==> config.mk <==
export PLATFORM = sky130hd
export DESIGN_NAME = rsa_decrypt
export DESIGN_NICKNAME = d
export VERILOG_FILES = /design/src/rtl/rsa_decrypt.sv
export SDC_FILE = /design/constraint.sdc
export NUM_CORES = 1
export LEC_CHECK = 0
export CAP_MARGIN = 20
export CORE_MARGIN = 5
export CORE_UTILIZATION = 40
export DETAILED_ROUTE_END_ITERATION = 12
export PLACE_DENSITY = 0.66
export SYNTH_ARGS = -nofsm -noshare
export SYNTH_HDL_FRONTEND = slang
export SYNTH_SLANG_ARGS = --single-unit
==> constraint.sdc <==
create_clock -name Clk -period 10.7 [get_ports Clk]
set_input_delay 2.14 -clock Clk [delete_from_list [all_inputs] [get_ports Clk]]
set_output_delay 2.14 -clock Clk [all_outputs]
set_load 0.01 [all_outputs]
==> src/rtl/rsa_decrypt.sv <==
// ---------------------------------------------------------------------------
// rsa_decrypt
//   Constant-time modular exponentiation M = C^D mod N for the RSA receive
//   path. A single shared modular multiplier does all the work: one cycle for
//   the full product, then a bit-serial restoring reduction of that product
//   modulo N. The exponent is scanned LSB first. All WIDTH bits are always
//   visited and the multiply is always performed, so latency does not depend
//   on the data.
//
// Ports
//   Clk    in   rising-edge clock
//   Reset  in   asynchronous, active-high reset
//   Load   in   start request, sampled only while idle
//   C      in   ciphertext (may be >= N)
//   D      in   private exponent
//   N      in   modulus
//   M      out  plaintext result, held until the next completion
//   Done   out  one-cycle pulse when M (and Err) update
//   Busy   out  high from the cycle after Load acceptance until Done
//   Err    out  set with Done when N < 2
// ---------------------------------------------------------------------------
module rsa_decrypt #(
    parameter int WIDTH = 16
) (
    input  logic             Clk,
    input  logic             Reset,
    input  logic             Load,
    input  logic [WIDTH-1:0] C,
    input  logic [WIDTH-1:0] D,
    input  logic [WIDTH-1:0] N,
    output logic [WIDTH-1:0] M,
    output logic             Done,
    output logic             Busy,
    output logic             Err
);

    localparam int PW      = 2 * WIDTH;         // full product width
    localparam int NUM_OPS = 2 * WIDTH + 1;     // reduce C, then 2 ops per exponent bit
    localparam int OP_W    = $clog2(NUM_OPS + 1);
    localparam int CNT_W   = $clog2(PW);
    localparam int IDX_W   = $clog2(WIDTH);

    typedef enum logic [1:0] {
        S_IDLE = 2'd0,
        S_MUL  = 2'd1,
        S_RED  = 2'd2,
        S_FIN  = 2'd3
    } state_t;

    state_t             state_r;
    state_t             state_next_s;

    logic [WIDTH-1:0]   d_r;
    logic [WIDTH-1:0]   n_r;
    logic [WIDTH-1:0]   result_r;
    logic [WIDTH-1:0]   base_r;
    logic [OP_W-1:0]    op_r;
    logic [PW-1:0]      p_r;
    logic [WIDTH:0]     r_r;
    logic [CNT_W-1:0]   cnt_r;
    logic               err_r;

    logic               n_bad_s;
    logic [WIDTH-1:0]   mul_x_s;
    logic [WIDTH-1:0]   mul_y_s;
    logic [PW-1:0]      product_s;
    logic [WIDTH+1:0]   r_prime_s;
    logic [WIDTH+1:0]   r_diff_s;
    logic [WIDTH:0]     r_red_s;
    logic               last_red_s;
    logic               last_op_s;
    logic [IDX_W-1:0]   bit_idx_s;
    logic               take_bit_s;

    assign n_bad_s = (N < WIDTH'(2));

    // Operand selection for the shared multiplier: op 0 reduces C (base*1),
    // odd ops multiply result by base, even ops square the base.
    always_comb begin
        mul_x_s = base_r;
        mul_y_s = base_r;
        if (op_r == OP_W'(0)) begin
            mul_x_s = base_r;
            mul_y_s = WIDTH'(1);
        end else if (op_r[0]) begin
            mul_x_s = result_r;
            mul_y_s = base_r;
        end else begin
            mul_x_s = base_r;
            mul_y_s = base_r;
        end
    end

    assign product_s = PW'(mul_x_s) * PW'(mul_y_s);

    // One restoring-division step: shift in the next product bit, subtract N
    // when it fits. R stays below N, so R' < 2N never overflows WIDTH+1 bits.
    always_comb begin
        r_prime_s = {r_r, p_r[cnt_r]};
        r_diff_s  = r_prime_s - {2'b00, n_r};
        if (r_prime_s >= {2'b00, n_r}) begin
            r_red_s = r_diff_s[WIDTH:0];
        end else begin
            r_red_s = r_prime_s[WIDTH:0];
        end
    end

    assign last_red_s = (cnt_r == CNT_W'(0));
    assign last_op_s  = (op_r == OP_W'(NUM_OPS - 1));
    // Odd op 2i+1 handles exponent bit i.
    assign bit_idx_s  = IDX_W'(op_r >> 1);
    assign take_bit_s = d_r[bit_idx_s];

    // State register.
    always_ff @(posedge Clk or posedge Reset) begin
        if (Reset) begin
            state_r <= S_IDLE;
        end else begin
            state_r <= state_next_s;
        end
    end

    // Next-state logic.
    always_comb begin
        state_next_s = state_r;
        case (state_r)
            S_IDLE: begin
                if (Load) begin
                    if (n_bad_s) begin
                        state_next_s = S_FIN;
                    end else begin
                        state_next_s = S_MUL;
                    end
                end else begin
                    state_next_s = S_IDLE;
                end
            end
            S_MUL: begin
                state_next_s = S_RED;
            end
            S_RED: begin
                if (last_red_s) begin
                    if (last_op_s) begin
                        state_next_s = S_FIN;
                    end else begin
                        state_next_s = S_MUL;
                    end
                end else begin
                    state_next_s = S_RED;
                end
            end
            S_FIN: begin
                state_next_s = S_IDLE;
            end
            default: begin
                state_next_s = S_IDLE;
            end
        endcase
    end

    // Operand latch, multiplier product, reduction and op writeback.
    always_ff @(posedge Clk or posedge Reset) begin
        if (Reset) begin
            d_r      <= '0;
            n_r      <= '0;
            result_r <= '0;
            base_r   <= '0;
            op_r     <= '0;
            p_r      <= '0;
            r_r      <= '0;
            cnt_r    <= '0;
            err_r    <= 1'b0;
        end else begin
            case (state_r)
                S_IDLE: begin
                    if (Load) begin
                        d_r    <= D;
                        n_r    <= N;
                        base_r <= C;
                        op_r   <= '0;
                        if (n_bad_s) begin
                            result_r <= '0;
                            err_r    <= 1'b1;
                        end else begin
                            result_r <= WIDTH'(1);
                            err_r    <= 1'b0;
                        end
                    end
                end
                S_MUL: begin
                    p_r   <= product_s;
                    r_r   <= '0;
                    cnt_r <= CNT_W'(PW - 1);
                end
                S_RED: begin
                    r_r   <= r_red_s;
                    cnt_r <= cnt_r - CNT_W'(1);
                    if (last_red_s) begin
                        op_r <= op_r + OP_W'(1);
                        if (op_r == OP_W'(0)) begin
                            base_r <= r_red_s[WIDTH-1:0];
                        end else if (op_r[0]) begin
                            // Multiply is always done; the result is only kept
                            // when the exponent bit is set.
                            if (take_bit_s) begin
                                result_r <= r_red_s[WIDTH-1:0];
                            end
                        end else begin
                            base_r <= r_red_s[WIDTH-1:0];
                        end
                    end
                end
                S_FIN: begin
                    op_r <= op_r;
                end
                default: begin
                    op_r <= op_r;
                end
            endcase
        end
    end

    // Registered outputs.
    always_ff @(posedge Clk or posedge Reset) begin
        if (Reset) begin
            M    <= '0;
            Done <= 1'b0;
            Busy <= 1'b0;
            Err  <= 1'b0;
        end else begin
            Done <= (state_r == S_FIN);
            Busy <= (state_r == S_MUL) || (state_r == S_RED);
            if (state_r == S_FIN) begin
                M   <= result_r;
                Err <= err_r;
            end
        end
    end

endmodule

### Word-level counts from Yosys, hierarchy flattened

Index checks and enable logic that the tools add are counted.

* memories kept: 0
* output and inout bits: 19
* register bits: 146
* bits in read-only memories: 0
* bits of input ports: 51
* bits in latches: 0
* word-level logic and storage cells: 73
* memory bits (writable): 0

* muxes and demuxes: 31
* reduce and logical (&&, ||, !) cells: 10
* bitwise operators: 0
* div/mod/pow operators: 0
* shifts and indexed selects: 0
* order comparisons: 4
* multiply operators: 1
* eq/ne operators: 10
* add/sub/neg operators: 3

Operators with widths (number)
* 16-bit two-way mux: 12
* 16-bit one-hot mux with 2 select lines: 2
* 17-bit one-hot mux with 2 select lines: 1
* 16-bit by 16-bit multiplier with 32-bit output: 1
* 18-bit by 16-bit greater-or-equal comparator with 1-bit output: 1
* 17-bit two-way mux: 1
* 17-bit by 16-bit subtractor with 17-bit output: 1
* 16-bit by 2-bit < comparator with 1-bit output, second input constant: 1
* 6-bit two-way mux: 2
* 6-bit one-hot mux with 2 select lines: 1
* 2-bit inequality test, second input constant: 5
* 5-bit one-hot mux with 2 select lines: 1
* 2-bit two-way mux: 4
* 2-bit one-hot mux with 4 select lines: 1
* 6-bit by 1-bit adder with 6-bit output, second input constant: 1
* 6-bit equality test, second input constant: 1
* 6-bit logical NOT: 1
* 5-bit by 6-bit < comparator with 1-bit output, second input constant: 1
* 6-bit AND reduction: 1
* 1-bit binary-select mux with 5-bit select: 1
* 5-bit logical NOT: 1
* 4-bit by 5-bit < comparator with 1-bit output, second input constant: 1
* 5-bit by 1-bit subtractor with 5-bit output, second input constant: 1
* 1-bit binary-select mux with 4-bit select: 1
* 10 further kinds: 15

### Depth between registers and ports, before layout

* depth in word-level cells: 9
* gate-level depth with buffers: 33

### Worst setup path after synthesis

OpenSTA, ideal clock, no wires.

* path type: register to register
* start point: register op_r[1]
* end point: register p_r[29]
* path buffers: 4
* data arrival time: 7407 ps
* slack: 3168 ps
* stages on the path, launching flop included: 31
* path through: dfrtp_1 > buf_2 > inv_1 > ha_1 > nor4b_2 > nand2b_1 > buf_2 > and2_1 > clkbuf_1 > buf_2 > mux2i_1 > nor2_1 > fa_1 > inv_1 > fa_1 > inv_1 > fa_1 > fa_1 > fa_1 > inv_1 > fa_1 > inv_1 > ha_1 > a21o_1 > a21o_1 > a211oi_2 > a21oi_1 > o41ai_2 > o21bai_1 > xor2_1 > mux2_2

* word-level cells in the longest chain between the ends: 3

RTL lines
* start: declaration: line 57 `logic [OP_W-1:0] op_r;`
* start signal: assignment: line 199 `op_r <= op_r + OP_W'(1);`
* start signal: assignment: line 214 `op_r <= op_r;`
* start signal: assignment: line 217 `op_r <= op_r;`
* 6-bit logical NOT *: line 82 `if (op_r == OP_W'(0)) begin`
* 16-bit two-way mux: line 82
* 16-bit by 16-bit multiplier with 32-bit output *: line 94 `assign product_s = PW'(mul_x_s) * PW'(mul_y_s);`
* end signal: assignment: line 191 `p_r <= product_s;`
* end: declaration: line 58 `logic [PW-1:0] p_r;`

Mark *: on every way between the ends. The rest lies on a longest branch, timed or not.
A chain may end at the register's enable or synchronous reset.

### Worst setup path after layout

Same ends and word-level chain as after synthesis.

==> reports/results.tsv <==
stage	metric	value	unit
sta	fin_skew	0.01853	ns
place	dp_hpwl	36.66	mm
sta	drv_slew	0	
place	place_congestion	0.9707	
sta	setup_tns	0	ns
clock_tree	cts_setup_buffers	0	
logic_synthesis	seq_area_frac_synth	22.90	%
drt	wire_per_inst	19.88	um
grt	grt_max_degree	87	
setup_path	rr_worst_depth	26	
layout	n_antenna_cell	0	
drt	vias	12360	
layout	nets	2118	
floorplan	num_rows	73	
setup_path	cp-end-kind	flop	
logic_synthesis	yosysUniqueCellTypes	75	
sta	maxSlewHeadroom	28.36	%
grt	grt_pass1_wl	73.37	mm
layout	fillers	3867	
grt	antenna_found_initial	0	
status	status	completed	
job	max_cap_violations	0	
logic_synthesis	yosys_warnings	0	
logic_synthesis	syn_area	15960	sq um
floorplan	design.core.area	39640	sq um
setup_path	cp.arrival	8.49	ns
clock_tree	cts.repair.resized	0	
setup_path	path_class	flop to flop	
hold_path	hold_depth	2	
floorplan	start_util	40.25	%
drt	ant_nets	0	
clock_tree	cts-buffers-inserted	17	
floorplan	die_w	209.7	um
clock_tree	cts_max_level	4	
logic_synthesis	syn_nets	2080	
sta	tightest_slew	1.045	ns
layout	syn_to_final_growth	11.05	%
place	portBuffers	69	
sta	min_period	8.165	ns
clock_tree	insertion_delay	0.45	ns
logic_synthesis	ys_top_cells_by_area	fa_1 (24%), dfrtp_1 (23%), ha_1 (10%)	
drt	first_iter_violations	883	
grt	first_global_vias	13210	
logic_synthesis	ys_seq_elements	146	
logic_synthesis	ys.flop_type	dfrtp_1	
clock_tree	cts_tree	yes	
clock_tree	holdBufCountCts	0	
floorplan	die_h	209.7	um
drt	drt_wl_total	45.38	mm
logic_synthesis	synth-edff-count	0	
clock_tree	cts_root_buf	clkbuf_16	
sta	max_freq	0.1225	GHz
drt	drc_errors	0	
logic_synthesis	ys_async_sr_fraction	100.0	%
clock_tree	cts_max_path_buffers	2	
grt	grt-ovfl-total	0	
setup_path	cp-start-kind	flop	
clock_tree	cts_sinks	146	
layout	drive_above_1_share	9.158	%
sta	hold_violations	0	
hold_path	hold_path_class	flop to flop	
clock_tree	clk_transition_reported_paths	0.06	ns
drt	avgViaCountPerCell	5.416	
setup_path	cp_max_fo	31	
logic_synthesis	synth_top_area_share	24.47	%
setup_path	crit_required	11.03	ns
grt	track_usage	21.30	%
floorplan	boundaryPins	70	
logic_synthesis	yosysTopAreaCell	fa_1	
floorplan	dieArea	43980	sq um
logic_synthesis	avgSynthCellArea	9.347	sq um
sta	setup_violations	0	
drt	drtPass1Iterations	5	
sta	rsz0062_at_grt	no	
logic_synthesis	syn_inst	1707	
sta	period_share	76.31	%
[per-stage QoR]
step / setup WS [ns] / cells / hold WS (ns) / util, % / cell area [sq um]
after floorplan: 3.168 / 1707 / 0.4403 / - / 15960
after global placement: 2.636 / 2251 / 0.4692 / 43.21 / 17130
after detailed placement: 2.528 / 2251 / 0.4649 / 43.21 / 17130
after CTS: 2.525 / 2283 / 0.4810 / 44.70 / 17720
after global routing: 2.073 / 2283 / 0.5020 / 44.70 / 17720
final: 2.535 / 2283 / 0.4787 / 44.70 / 17720
[path summary, 6_finish.rpt]
check | end | start | slack [ns]
max | p_r[29] | op_r[1] | 2.53
min | err_r | err_r | 0.48
max reg2reg | p_r[29] | op_r[1] | 2.53
min reg2reg | err_r | err_r | 0.48
max in group asynchronous | p_r[9] | Reset | 7.06
min in group asynchronous | r_r[5] | Reset | 2.21
[cells in the mapped netlist, types with 4 or more instances]
cell type / instances
buf_1: 4
o22ai_1: 5
nor4_1: 4
xor2_1: 14
and3_1: 9
dfrtp_1: 146
o21a_1: 4
nand2_1: 219
inv_1: 255
mux2_2: 77
mux2i_1: 29
nor2_1: 181
o21bai_1: 5
nor3_1: 13
o31ai_1: 7
buf_2: 14
nand2b_1: 15
mux4_2: 11
xnor2_1: 28
o211ai_1: 6
a31oi_1: 20
fa_1: 195
nor2b_1: 9
a21oi_1: 49
buf_4: 7
o21ai_1: 6
clkbuf_1: 39
a211oi_1: 8
nand3_1: 23
a21o_1: 16
a221oi_1: 4
nand4_1: 6
o21ai_0: 72
ha_1: 127
and2_1: 13
or3_1: 4
[kinds of logic after synthesis]
kind of cell	after synthesis	share of synthesized area, %
and+or+nand+nor	517	13.96
buffers and inverters	322	7.850
adders and majority gates	322	34.43
AOI/OAI and AO/OA	240	9.661
DFF	146	22.90
muxes	118	8.901
xor gates and xnor gates	42	2.306
[final cells by class]
cell class / count / area [sq um] / share of cell area (%)
Timing Repair Buffer: 83 / 795.8 / 4.491
Clock inverter: 15 / 162.7 / 0.9180
Clock buffer: 17 / 425.4 / 2.401
Inverter: 258 / 973.4 / 5.494
Sequential cell: 146 / 3654 / 20.62
Multi-Input combinational cell: 1239 / 11050 / 62.37
Tap cell: 525 / 656.9 / 3.707
[worst max-delay path: stages, from the launching register on]
cell,delay (ns)
dfrtp_1,0.54
inv_1,0.11
ha_1,0.18
nor4b_2,0.16
nand2b_1,0.09
and2_1,0.13
buf_4,0.40
mux2i_1,0.69
nor2_1,0.15
fa_1,0.54
inv_1,0.07
fa_1,0.50
fa_1,0.53
inv_1,0.05
fa_1,0.50
fa_1,0.58
inv_1,0.07
fa_1,0.60
inv_1,0.06
ha_1,0.37
and3_2,0.26
a211oi_2,0.28
a21oi_1,0.13
o41ai_2,0.45
o21bai_1,0.15
xor2_1,0.15
mux2_2,0.26
[sequential cells by signal, summed over array words and instances, names as in the netlist]
name      cells
Err           1
Busy          1
n_r          16
M            16
cnt_r         5
base_r       16
result_r     16
state_r       2
p_r          32
Done          1
d_r          16
r_r          17
op_r          6
err_r         1
[cells in the final DEF (no fill, tap or decap), types with 16 or more instances in the layout]
cell,Yosys,routed
dfrtp_1,146,146
clkbuf_16,0,17
nand3_1,23,23
inv_1,255,254
o21ai_0,72,72
a21oi_1,49,49
nor2_1,181,181
clkdlybuf4s50_1,0,69
a21o_1,16,16
mux2_2,77,77
xnor2_1,28,28
nand2_1,219,219
mux2i_1,29,29
a31oi_1,20,20
fa_1,195,195
ha_1,127,127
[metal layers]
layer | up-vias | GRT usage (%) | share of wire, %
met5 | - | 0 | 0
met4 | 0 | 8.483 | 4.1
met2 | 428 | 34.44 | 47
met3 | 89 | 4.694 | 6.5
met1 | 6211 | 27.98 | 43
li1 | 5636 | - | -
Power is not shown: default switching activity piles up to over one toggle a cycle in this logic, so the estimate is an artifact.
